<file path="src/rtl/vga_timing_pkg.sv">
// -----------------------------------------------------------------------------
// vga_timing_pkg
//   Shared constants and helpers for the parametrised VGA/VESA raster timing
//   generator (vga_timing_gen) and its per-axis counter (vga_axis_counter).
//   Provides the default 800x600@60 timing set, plus 640x480@60 and
//   1024x768@60 sets, and a helper that sums one axis into its total period.
// -----------------------------------------------------------------------------
package vga_timing_pkg;

  // One axis (horizontal or vertical) of a display mode.
  typedef struct packed {
    logic [15:0] active;
    logic [15:0] fp;
    logic [15:0] sync;
    logic [15:0] bp;
  } axis_mode_t;

  // A complete display mode: horizontal axis in pixels, vertical in lines.
  typedef struct packed {
    axis_mode_t h;
    axis_mode_t v;
  } vga_mode_t;

  // 800x600@60 (40 MHz pixel clock), the generator's default.
  localparam vga_mode_t MODE_800X600_60 = '{
    h: '{active: 16'd800,  fp: 16'd40, sync: 16'd128, bp: 16'd88},
    v: '{active: 16'd600,  fp: 16'd1,  sync: 16'd4,   bp: 16'd23}
  };

  // 640x480@60 (25.175 MHz pixel clock), negative syncs in the VESA table.
  localparam vga_mode_t MODE_640X480_60 = '{
    h: '{active: 16'd640,  fp: 16'd16, sync: 16'd96,  bp: 16'd48},
    v: '{active: 16'd480,  fp: 16'd10, sync: 16'd2,   bp: 16'd33}
  };

  // 1024x768@60 (65 MHz pixel clock), negative syncs in the VESA table.
  localparam vga_mode_t MODE_1024X768_60 = '{
    h: '{active: 16'd1024, fp: 16'd24, sync: 16'd136, bp: 16'd160},
    v: '{active: 16'd768,  fp: 16'd3,  sync: 16'd6,   bp: 16'd29}
  };

  // Full period of one axis: visible region plus all blanking parts.
  function automatic int unsigned axis_total(input int unsigned active,
                                             input int unsigned fp,
                                             input int unsigned sync,
                                             input int unsigned bp);
    return active + fp + sync + bp;
  endfunction

endpackage

</file>
<file path="src/rtl/vga_axis_counter.sv">
// -----------------------------------------------------------------------------
// vga_axis_counter
//   One raster axis: a counter that wraps at ACTIVE+FP+SYNC+BP-1, with the
//   sync and blank flags registered from the next count so they always line
//   up with the count presented on the same cycle.
// Ports
//   clk        in   pixel clock
//   rst        in   synchronous, active-high reset (count=0, sync idle, blank=0)
//   adv        in   advance the count by one on this clock
//   count      out  current position on this axis
//   wrap       out  combinational: adv is high and count is at its last value
//   sync       out  registered sync, active level SYNC_POL
//   blank      out  registered, 1 when count >= ACTIVE
//   blank_nxt  out  combinational blank decode of the next count
// -----------------------------------------------------------------------------
module vga_axis_counter
  import vga_timing_pkg::*;
#(
  parameter int   CNT_W    = 11,
  parameter int   ACTIVE   = 800,
  parameter int   FP       = 40,
  parameter int   SYNC     = 128,
  parameter int   BP       = 88,
  parameter logic SYNC_POL = 1'b1
) (
  input  logic             clk,
  input  logic             rst,
  input  logic             adv,
  output logic [CNT_W-1:0] count,
  output logic             wrap,
  output logic             sync,
  output logic             blank,
  output logic             blank_nxt
);

  localparam int TOTAL = int'(axis_total(ACTIVE, FP, SYNC, BP));

  // All thresholds are strictly below TOTAL (every porch is non-zero), so
  // they fit in CNT_W bits whenever TOTAL <= 2**CNT_W.
  localparam logic [CNT_W-1:0] LAST     = CNT_W'(TOTAL - 1);
  localparam logic [CNT_W-1:0] ACT_END  = CNT_W'(ACTIVE);
  localparam logic [CNT_W-1:0] SYNC_BEG = CNT_W'(ACTIVE + FP);
  localparam logic [CNT_W-1:0] SYNC_END = CNT_W'(ACTIVE + FP + SYNC);

  logic [CNT_W-1:0] count_nxt;

  function automatic logic sync_level(input logic [CNT_W-1:0] c);
    return ((c >= SYNC_BEG) && (c < SYNC_END)) ? SYNC_POL : ~SYNC_POL;
  endfunction

  // Next-count stage: wrap/advance and decode of the position about to load.
  always_comb begin
    wrap      = adv && (count == LAST);
    count_nxt = count;
    if (adv) begin
      count_nxt = (count == LAST) ? '0 : count + CNT_W'(1);
    end
    blank_nxt = (count_nxt >= ACT_END);
  end

  // Register stage: count and its flags load together, so there is no skew.
  always_ff @(posedge clk) begin
    if (rst) begin
      count <= '0;
      sync  <= ~SYNC_POL;
      blank <= 1'b0;
    end else begin
      count <= count_nxt;
      sync  <= sync_level(count_nxt);
      blank <= blank_nxt;
    end
  end

endmodule

</file>
<file path="src/rtl/vga_timing_gen.sv">
// -----------------------------------------------------------------------------
// vga_timing_gen
//   Parametrised VGA/VESA raster timing generator. Produces H/V counters,
//   sync, blank, data-enable, line/frame strobes and a completed-frame count.
//   Every output is registered and describes the hcount/vcount presented on
//   the same cycle. Counters advance only on clocks where ce is high.
//
// Optional feature (macro VGA_TIMING_LINE_IRQ_EN):
//   adds input irq_line and output line_irq, a 1-clk strobe in the cycle
//   where vcount becomes irq_line with hcount==0. irq_line is captured at
//   reset and at each frame start, so a change applies from the next frame.
//   Without the macro the ports and comparator are not built.
//
// Ports
//   clk          in   pixel clock
//   rst          in   synchronous, active-high reset; overrides ce
//   ce           in   pixel enable
//   irq_line     in   (macro only) line number that raises line_irq
//   line_irq     out  (macro only) line interrupt strobe
//   hcount       out  horizontal position
//   vcount       out  vertical position
//   hsync        out  horizontal sync, active level HS_POL
//   vsync        out  vertical sync, active level VS_POL
//   hblnk        out  1 when hcount >= H_ACTIVE
//   vblnk        out  1 when vcount >= V_ACTIVE
//   de           out  ~hblnk & ~vblnk
//   line_start   out  1-clk strobe: hcount just wrapped to 0
//   frame_start  out  1-clk strobe: (hcount,vcount) just wrapped to (0,0)
//   frame_cnt    out  completed frames, wraps modulo 2**FRAME_W
// -----------------------------------------------------------------------------
module vga_timing_gen
  import vga_timing_pkg::*;
#(
  parameter int   CNT_W    = 11,
  parameter int   H_ACTIVE = int'(MODE_800X600_60.h.active),
  parameter int   H_FP     = int'(MODE_800X600_60.h.fp),
  parameter int   H_SYNC   = int'(MODE_800X600_60.h.sync),
  parameter int   H_BP     = int'(MODE_800X600_60.h.bp),
  parameter int   V_ACTIVE = int'(MODE_800X600_60.v.active),
  parameter int   V_FP     = int'(MODE_800X600_60.v.fp),
  parameter int   V_SYNC   = int'(MODE_800X600_60.v.sync),
  parameter int   V_BP     = int'(MODE_800X600_60.v.bp),
  parameter logic HS_POL   = 1'b1,
  parameter logic VS_POL   = 1'b1,
  parameter int   FRAME_W  = 16
) (
  input  logic               clk,
  input  logic               rst,
  input  logic               ce,
`ifdef VGA_TIMING_LINE_IRQ_EN
  input  logic [CNT_W-1:0]   irq_line,
  output logic               line_irq,
`endif
  output logic [CNT_W-1:0]   hcount,
  output logic [CNT_W-1:0]   vcount,
  output logic               hsync,
  output logic               vsync,
  output logic               hblnk,
  output logic               vblnk,
  output logic               de,
  output logic               line_start,
  output logic               frame_start,
  output logic [FRAME_W-1:0] frame_cnt
);

  localparam int H_TOTAL = int'(axis_total(H_ACTIVE, H_FP, H_SYNC, H_BP));
  localparam int V_TOTAL = int'(axis_total(V_ACTIVE, V_FP, V_SYNC, V_BP));

  // Elaboration-time guards on the mode geometry.
  if (H_TOTAL > 2**CNT_W) begin : g_chk_htotal
    $error("vga_timing_gen: H_TOTAL=%0d does not fit CNT_W=%0d", H_TOTAL, CNT_W);
  end
  if (V_TOTAL > 2**CNT_W) begin : g_chk_vtotal
    $error("vga_timing_gen: V_TOTAL=%0d does not fit CNT_W=%0d", V_TOTAL, CNT_W);
  end
  if (H_FP == 0 || H_SYNC == 0 || H_BP == 0 ||
      V_FP == 0 || V_SYNC == 0 || V_BP == 0) begin : g_chk_zero
    $error("vga_timing_gen: porch and sync widths must be non-zero");
  end

  logic h_wrap;
  logic v_wrap;
  logic h_blank_nxt;
  logic v_blank_nxt;
  logic frame_evt;

  vga_axis_counter #(
    .CNT_W    (CNT_W),
    .ACTIVE   (H_ACTIVE),
    .FP       (H_FP),
    .SYNC     (H_SYNC),
    .BP       (H_BP),
    .SYNC_POL (HS_POL)
  ) u_h_axis (
    .clk       (clk),
    .rst       (rst),
    .adv       (ce),
    .count     (hcount),
    .wrap      (h_wrap),
    .sync      (hsync),
    .blank     (hblnk),
    .blank_nxt (h_blank_nxt)
  );

  // The vertical axis steps once per completed line.
  vga_axis_counter #(
    .CNT_W    (CNT_W),
    .ACTIVE   (V_ACTIVE),
    .FP       (V_FP),
    .SYNC     (V_SYNC),
    .BP       (V_BP),
    .SYNC_POL (VS_POL)
  ) u_v_axis (
    .clk       (clk),
    .rst       (rst),
    .adv       (h_wrap),
    .count     (vcount),
    .wrap      (v_wrap),
    .sync      (vsync),
    .blank     (vblnk),
    .blank_nxt (v_blank_nxt)
  );

  // h_wrap already carries ce, so strobes stay low while ce is low.
  assign frame_evt = h_wrap && v_wrap;

  // Register stage: strobes, de and frame count load alongside the counts.
  always_ff @(posedge clk) begin
    if (rst) begin
      line_start  <= 1'b0;
      frame_start <= 1'b0;
      frame_cnt   <= '0;
      de          <= 1'b1;
    end else begin
      line_start  <= h_wrap;
      frame_start <= frame_evt;
      de          <= ~h_blank_nxt & ~v_blank_nxt;
      if (frame_evt) begin
        frame_cnt <= frame_cnt + FRAME_W'(1);
      end
    end
  end

`ifdef VGA_TIMING_LINE_IRQ_EN
  logic [CNT_W-1:0] irq_sel;
  logic             irq_hit;

  // The next vcount is 0 on a frame wrap, otherwise vcount+1. Line numbers
  // at or beyond V_TOTAL never match because vcount never reaches them.
  always_comb begin
    irq_hit = 1'b0;
    if (h_wrap) begin
      irq_hit = v_wrap ? (irq_sel == '0) : ((vcount + CNT_W'(1)) == irq_sel);
    end
  end

  always_ff @(posedge clk) begin
    if (rst) begin
      irq_sel  <= irq_line;
      line_irq <= 1'b0;
    end else begin
      if (frame_evt) begin
        irq_sel <= irq_line;
      end
      line_irq <= irq_hit;
    end
  end
`endif

endmodule
</file>
<file path="config.mk">
export PLATFORM = sky130hd
export DESIGN_NAME = vga_timing_gen
export DESIGN_NICKNAME = d
export VERILOG_FILES = /design/src/rtl/vga_timing_pkg.sv /design/src/rtl/vga_axis_counter.sv /design/src/rtl/vga_timing_gen.sv
export SDC_FILE = /design/constraint.sdc
export NUM_CORES = 1
export LEC_CHECK = 0
export BUFFER_PORTS_ARGS = -buffer_cell sky130_fd_sc_hd__buf_2
export CORE_UTILIZATION = 54
export CTS_CLUSTER_SIZE = 25
export DETAILED_ROUTE_END_ITERATION = 8
export GPL_TIMING_DRIVEN = 1
export PLACE_DENSITY = 0.81
export SYNTH_ARGS = -nofsm -noshare
export SYNTH_HDL_FRONTEND = slang
export SYNTH_SLANG_ARGS = --single-unit
</file>
<file path="constraint.sdc">
create_clock -name clk -period 2.6 [get_ports clk]
set_input_delay 0.39 -clock clk [delete_from_list [all_inputs] [get_ports clk]]
set_output_delay 0.39 -clock clk [all_outputs]
set_load 0.005 [all_outputs]
</file>
==> results of run 1 <==
==> where the power goes <==
group / switching [mW] / leakage, nW / internal [mW]
logic: 0.0170 / 0.779 / 0.00916
registers: 0.00331 / 0.363 / 0.692
clock network: 0.237 / 0.0540 / 0.279
==> Yosys cell counts, types with 2 or more instances <==
cell type and instances:
dfxtp_1 45, nor2_1 38, nand2_1 20, a21oi_1 14, o21ai_0 13, xor2_1 13
clkbuf_1 11, nand3_1 11, nor3_1 11, xnor2_1 10, nand4_1 9, and4_1 8
and2_1 7, and3_1 7, inv_1 7, or3_1 6, buf_2 5, a22oi_1 4
nor4_1 4, a31oi_1 3, ha_1 3, mux2i_1 3, o31ai_1 3, buf_4 2
nor2b_1 2, nor4b_1 2, o211a_1 2
==> final cells by class <==
type / count / area, um^2
multi-input combinational: 214 / 1345
fill: 367 / 1338
tap: 50 / 62.56
clock buffer: 5 / 68.82
sequential: 45 / 900.9
timing repair buffer: 57 / 310.3
clock inverter: 2 / 35.03
inverter: 7 / 26.28
==> metal layers <==
| metal | GRT usage | up-vias | share of wire |
|---|---|---|---|
| met2 | 0.4007 | 60 | 0.46 |
| met3 | 0.05833 | 8 | 0.045 |
| met1 | 0.3166 | 1018 | 0.48 |
| li1 | - | 1110 | - |
| met5 | 0 | - | 0 |
| met4 | 0.09375 | 0 | 0.013 |
==> through the flow <==
stage               worst slack [ps]  area (um^2)
CTS                            263.4         2749
global placement               366.7         2645
floorplan                      379.4         2359
finish                         219.5         2749
global route                   79.76         2749
detailed placement             295.5         2645
==> how the worst max path moves through the flow <==
stage                     endpoint  cells past startpoint  slack (ps)
floorplan                       de                      8         380
finish              u_v_axis.blank                      7         220
global route        u_v_axis.blank                      7          80
CTS                 u_v_axis.blank                      7         260
detailed placement  u_v_axis.blank                      7         300
global placement    u_v_axis.blank                      7         370
==> kinds of logic (layout without fill, tap and decap cells) <==
logic type / Yosys count / after routing / share of synthesized area
compound gates: 53 / 53 / 0.1470
xor+xnor: 23 / 23 / 0.08541
fa+ha+maj: 3 / 3 / 0.01592
buf+inv: 26 / 71 / 0.04774
flops: 45 / 45 / 0.3820
mux: 3 / 3 / 0.01273
simple gates: 132 / 132 / 0.3093
==> critical path: stages (launching register included) <==
cell and delay (ps):
dfxtp_1 440, nor4b_1 330, and3_1 360, buf_4 220
nor2_1 50, a221oi_1 490, nor3_1 140, o211a_1 250
==> flow_metrics.py, run 1 <==
metrics = {
    "outcome": {
        "outcome": "finished clean",
    },
    "worst_setup_path": {
        "criticalPathCategory": "reg2reg",
        "r2r_setup_slack_ps": 220,
        "reg2reg_from": "u_v_axis.count[2]",
        "crit_fanout": 13,
        "cp-startpoint": "u_v_axis.count[2]",
        "critical_path_required_ps": 2800,
        "cp-start-kind": "flop",
        "rr_worst_depth": 7,
        "cp-end-kind": "flop",
        "worst_ep_arrival_time_ps": 2580,
        "r2r-end": "u_v_axis.blank",
    },
    "layout": {
        "postLayoutCoreUtil": 0.6727,
        "num_antenna_cells": 0,
        "largest-register": "frame_cnt",
        "drive_gt1_frac": 0.2091,
        "final_common_cell": "buf_2",
        "largest_reg_flops": 16,
        "area_delta_synth_final_pct": 16.55,
        "layout.nets": 336,
        "final_cells": 380,
        "final_cell_mix": "47 x buf_2, 45 x dfxtp_1, 38 x nor2_1, 20 x nand2_1, 14 x a21oi_1",
        "largestRegisters": "frame_cnt x16, u_h_axis.count x11, u_v_axis.count x11",
    },
    "floorplanning": {
        "ios": 48,
        "die_x_um": 68.09,
        "core_um2": 4086,
        "dieArea_um2": 4636,
        "initial_core_util": 0.5772,
        "die_h_um": 68.09,
        "num_rows": 23,
    },
    "place": {
        "numPortBuffers": 47,
        "numPlacedInstances": 373,
        "dpl.hpwl_mm": 3.756,
        "gp_congestion": 0.9148,
    },
    "sta": {
        "fmax_ghz": 0.4201,
        "setup_viol": 0,
        "slew_headroom": 0.5999,
        "final.period_utilization": 0.9156,
        "rsz0062_at_grt": "no",
        "hold_viol_final": 0,
        "skew_ps": 7.740,
        "worst_slew_pin_slew_ps": 600.1,
        "fin_tns_setup_ps": 0,
        "whs_ps": 448.0,
        "drv_slew": 0,
        "fin_crit_ps": 2380,
    },
    "power": {
        "p_leak_nw": 1.195,
        "powerDensity_nw_per_um2": 450.4,
        "ir_drop_mv": 0.2510,
        "power_mw": 1.238,
    },
    "yosys": {
        "synthesis.nets": 291,
        "synth-edff-count": 0,
        "yosysSeqAreaShare": 0.3820,
        "synth.largest_area_cell": "dfxtp_1",
        "async_flop_share": 0,
        "ys_seq_elements": 45,
        "ys.flop_type": "dfxtp_1",
        "syn_area_um2": 2359,
        "ys_top_cells_by_area": "dfxtp_1 38%, nor2_1 6.0%, xor2_1 4.8%",
        "yosys_warnings": 0,
        "syn_avg_cell_area_um2": 8.275,
        "synth_cells": 285,
        "synth_cell_types": 49,
        "synth_top_area_share": 0.3820,
    },
    "grt": {
        "grt_max_degree": 29,
        "track_usage": 0.2476,
        "gr-total-overflow": 0,
        "grt_pass1_wl_mm": 8.687,
        "grt_pass1_vias": 1950,
        "grt_antenna_before_repair": 0,
    },
    "min_path": {
        "min_from": "ce",
        "min_to": "u_h_axis.count[0]",
        "min_path_cells": 3,
        "hold_class": "in2reg",
    },
    "clocking": {
        "clk_latency_ps": 300,
        "htree_num_levels": 2,
        "cts_made_buffers": 5,
        "tritoncts": "yes",
        "root_buffer": "clkbuf_8",
        "hold_buffers": 0,
        "clk_path_buf_depth": 2,
        "numClockSinks": 45,
        "cts_setup_buffers": 0,
        "clkTransAtPathRegs_ps": 90,
        "cts_resized": 0,
    },
    "drt": {
        "drt_first_pass_iters": 4,
        "vias": 2196,
        "drtAntennaViolNets": 0,
        "routedWlPerCell_um": 14.17,
        "first_iter_violations": 83,
        "drt_drc_violations_left": 0,
        "totalWireLength_mm": 5.385,
        "vias_per_cell": 5.779,
    },
    "job": {
        "cap_violations": 0,
    },
}
Note: power is estimated with default switching activity, not from simulation.
==> run 2, diff against run 1 <==
--- a/config.mk
+++ b/config.mk
@@ -6,11 +6,13 @@
 export NUM_CORES = 1
 export LEC_CHECK = 0
 export BUFFER_PORTS_ARGS = -buffer_cell sky130_fd_sc_hd__buf_2
-export CORE_UTILIZATION = 54
+export CORE_ASPECT_RATIO = 1.75
+export CORE_UTILIZATION = 55
 export CTS_CLUSTER_SIZE = 25
 export DETAILED_ROUTE_END_ITERATION = 8
 export GPL_TIMING_DRIVEN = 1
-export PLACE_DENSITY = 0.81
+export PLACE_DENSITY = 0.82
 export SYNTH_ARGS = -nofsm -noshare
 export SYNTH_HDL_FRONTEND = slang
+export SYNTH_HIERARCHICAL = 1
 export SYNTH_SLANG_ARGS = --single-unit
==> constraint.sdc (replaced) <==
create_clock -name clk -period 2.6 [get_ports clk]
set_input_delay 0.39 -clock clk [delete_from_list [all_inputs] [get_ports clk]]
set_output_delay 0.39 -clock clk [all_outputs]
set_load 0.01 [all_outputs]
==> run 2 against run 1 <==
  * Clock power shrank 19%
  * Via count up 3.5%
  * Critical endpoint is now de
  * Global-route usage up 0.79 points
  * Critical path type unchanged
  * Clock-buffer cell count unchanged
  * Largest cell class unchanged
  * Non-clock buffer count grew 6
  * Setup slack worse by 57 ps
  * Fmax shrank 2.3%
  * Total power fell by 5.8%
  * Sequential share of layout area decreased by 1.2 points
==> flow_metrics.py, run 2 <==
metrics = {
    "yosys": {
        "ys_top_cells_by_area": "dfxtp_1 38%, xor2_1 5.9%, nor2_1 5.5%",
        "yosys_warnings": 6,
        "synth.largest_area_cell": "dfxtp_1",
        "async_flop_share": 0,
        "ys_seq_elements": 45,
        "syn_area_um2": 2389,
        "synthesis.nets": 287,
        "synth-edff-count": 0,
        "yosysMostFrequentCell": "dfxtp_1",
        "synth_cells": 281,
        "ys.flop_type": "dfxtp_1",
        "synthTopCellsByCount": "45 x dfxtp_1, 35 x nor2_1, 21 x nand2_1, 19 x nand3_1",
        "yosysSeqAreaShare": 0.3772,
        "synth_cell_types": 57,
        "syn_avg_cell_area_um2": 8.500,
        "synth_top_area_share": 0.3772,
    },
    "clocking": {
        "clk_latency_ps": 290,
        "root_buffer": "clkbuf_8",
        "hold_buffers": 0,
        "numClockSinks": 45,
        "cts_made_buffers": 5,
        "cts_setup_buffers": 0,
        "clk_path_buf_depth": 2,
        "htree_num_levels": 2,
        "tritoncts": "yes",
        "clkTransAtPathRegs_ps": 80,
    },
    "drt": {
        "vias": 2273,
        "drtAntennaViolNets": 0,
        "drt_first_pass_iters": 4,
        "routedWlPerCell_um": 14.61,
        "vias_per_cell": 5.873,
        "totalWireLength_mm": 5.654,
        "first_iter_violations": 46,
        "drt_drc_violations_left": 0,
    },
    "layout": {
        "largest_reg_flops": 16,
        "num_antenna_cells": 0,
        "nFillCells": 347,
        "final_common_cell": "buf_2",
        "area_delta_synth_final_pct": 19.64,
        "largestRegisters": "frame_cnt x16, u_h_axis/count x11, u_v_axis/count x11",
        "final_cell_mix": "47 x buf_2, 43 x dfxtp_1, 34 x nor2_1, 20 x nand2_1, 18 x nand3_1",
        "drive_gt1_frac": 0.2781,
        "multi_input_area_um2": 1436,
        "largest-register": "frame_cnt",
        "layout.nets": 343,
        "ff_latch_area_um2": 903.4,
    },
    "sta": {
        "setup_viol": 0,
        "hold_viol_final": 0,
        "skew_ps": 4.261,
        "drv_slew": 0,
        "final.period_utilization": 0.9374,
        "fin_crit_ps": 2437,
        "worst_slew_pin_slew_ps": 420.7,
        "fin_ws_ps": 162.8,
        "slew_headroom": 0.7188,
        "fmax_ghz": 0.4103,
        "fin_tns_setup_ps": 0,
        "rsz0062_at_grt": "no",
    },
    "grt": {
        "grt_pass1_wl_mm": 8.894,
        "track_usage": 0.2556,
        "grt_antenna_before_repair": 0,
        "gr-total-overflow": 0,
        "grt_pass1_vias": 2082,
        "grt_max_degree": 23,
    },
    "worst_setup_path": {
        "critical_path_required_ps": 2790,
        "crit_fanout": 6,
        "cp-start-kind": "flop",
        "worst_ep_arrival_time_ps": 2620,
        "criticalPathCategory": "reg2reg",
        "cp-end-kind": "flop",
    },
    "floorplanning": {
        "ios": 48,
        "core_um2": 4150,
        "dieArea_um2": 4621,
        "initial_core_util": 0.5755,
        "num_rows": 31,
        "die_h_um": 89.18,
        "die_x_um": 51.82,
    },
    "min_path": {
        "hold_class": "reg2reg",
    },
    "power": {
        "powerDensity_nw_per_um2": 408.1,
        "ir_drop_mv": 0.3773,
        "power_mw": 1.166,
        "p_leak_nw": 1.149,
    },
    "place": {
        "gp_congestion": 0.9746,
        "place_ws_ps": 137.7,
        "numPortBuffers": 47,
        "dpl.hpwl_mm": 4.224,
    },
    "job": {
        "cap_violations": 0,
    },
    "outcome": {
        "outcome": "finished clean",
    },
}
## run 2: cell types whose count changed after synthesis, moves of 4 or more
cell	delta
nand3_1	+8
and3_1	-4
nor2b_1	+5
a22oi_1	-4
o21ai_0	-7
clkbuf_1	-5
and2_1	-4
and4_1	-6
## run 2: final cells by class
| cell class | count | area share |
|---|---|---|
| timing repair buffer | 63 | 0.1243 |
| tap | 49 | 0.02145 |
| clock inverter | 3 | 0.006130 |
| multi-input combinational | 218 | 0.5026 |
| sequential | 45 | 0.3161 |
| clock buffer | 5 | 0.02408 |
| inverter | 4 | 0.005254 |
## run 2: power breakdown
part	switching (mW)	total [mW]	internal (mW)
sequential	0.00679	0.700	0.693
clock	0.234	0.419	0.186
combinational	0.0303	0.0469	0.0165
## run 2: stage by stage
stage                 util  hold WS [ps]  area [um^2]  cells
global route        0.6886         511.3         2858    387
CTS                 0.6868         494.7         2850    387
global placement    0.6660         464.7         2764    379
detailed placement  0.6660         482.7         2764    379
floorplan                -         459.1         2424    281
finish              0.6886         502.5         2858    387
## run 2: worst paths after layout
path / startpoint / end / slack [ps] / cells after the start
setup / recovery: u_h_axis/count[7] / de / 160 / 9
hold / removal: frame_cnt[15] / frame_cnt[15] / 500 / 2
setup reg to reg: u_h_axis/count[7] / de / 160 / 9
hold reg to reg: frame_cnt[15] / frame_cnt[15] / 500 / 2
## run 2: critical path: stages, from the launching register on
cell,delay (ps)
dfxtp_1,340
nor4b_4,320
nand3_2,170
nor2_4,200
nand4_1,210
or2_4,300
a2111oi_4,430
a2111oi_2,110
a21oi_1,170
o21bai_1,90
## run 2: layer usage
layer / GRT usage / vias to the layer above / routed length [um] / share of wire
met2: 0.4829 / 66 / 3043 / 0.54
met1: 0.2621 / 1074 / 2166 / 0.38
met4: 0.1327 / 0 / 216 / 0.038
li1: - / 1113 / - / -
met5: 0 / - / 0 / 0
met3: 0.03912 / 20 / 227 / 0.040
## run 2: cells by family (layout without fill, tap and decap cells)
family,count (synthesis),in the layout,synth area share
AO/OA/AOI/OAI,45,45,0.1373
AND/OR/NAND/NOR,142,142,0.3290
buffers and inverters,18,75,0.03824
flip-flops,45,45,0.3772
XOR/XNOR,28,28,0.1027
adder cells (fa/ha/maj),3,3,0.01572
## run 2: timing repair
action,4_1_cts,5_1_grt
endpoints found under the setup margin,0,3
resized for setup,0,3
hold endpoints to repair,0,0
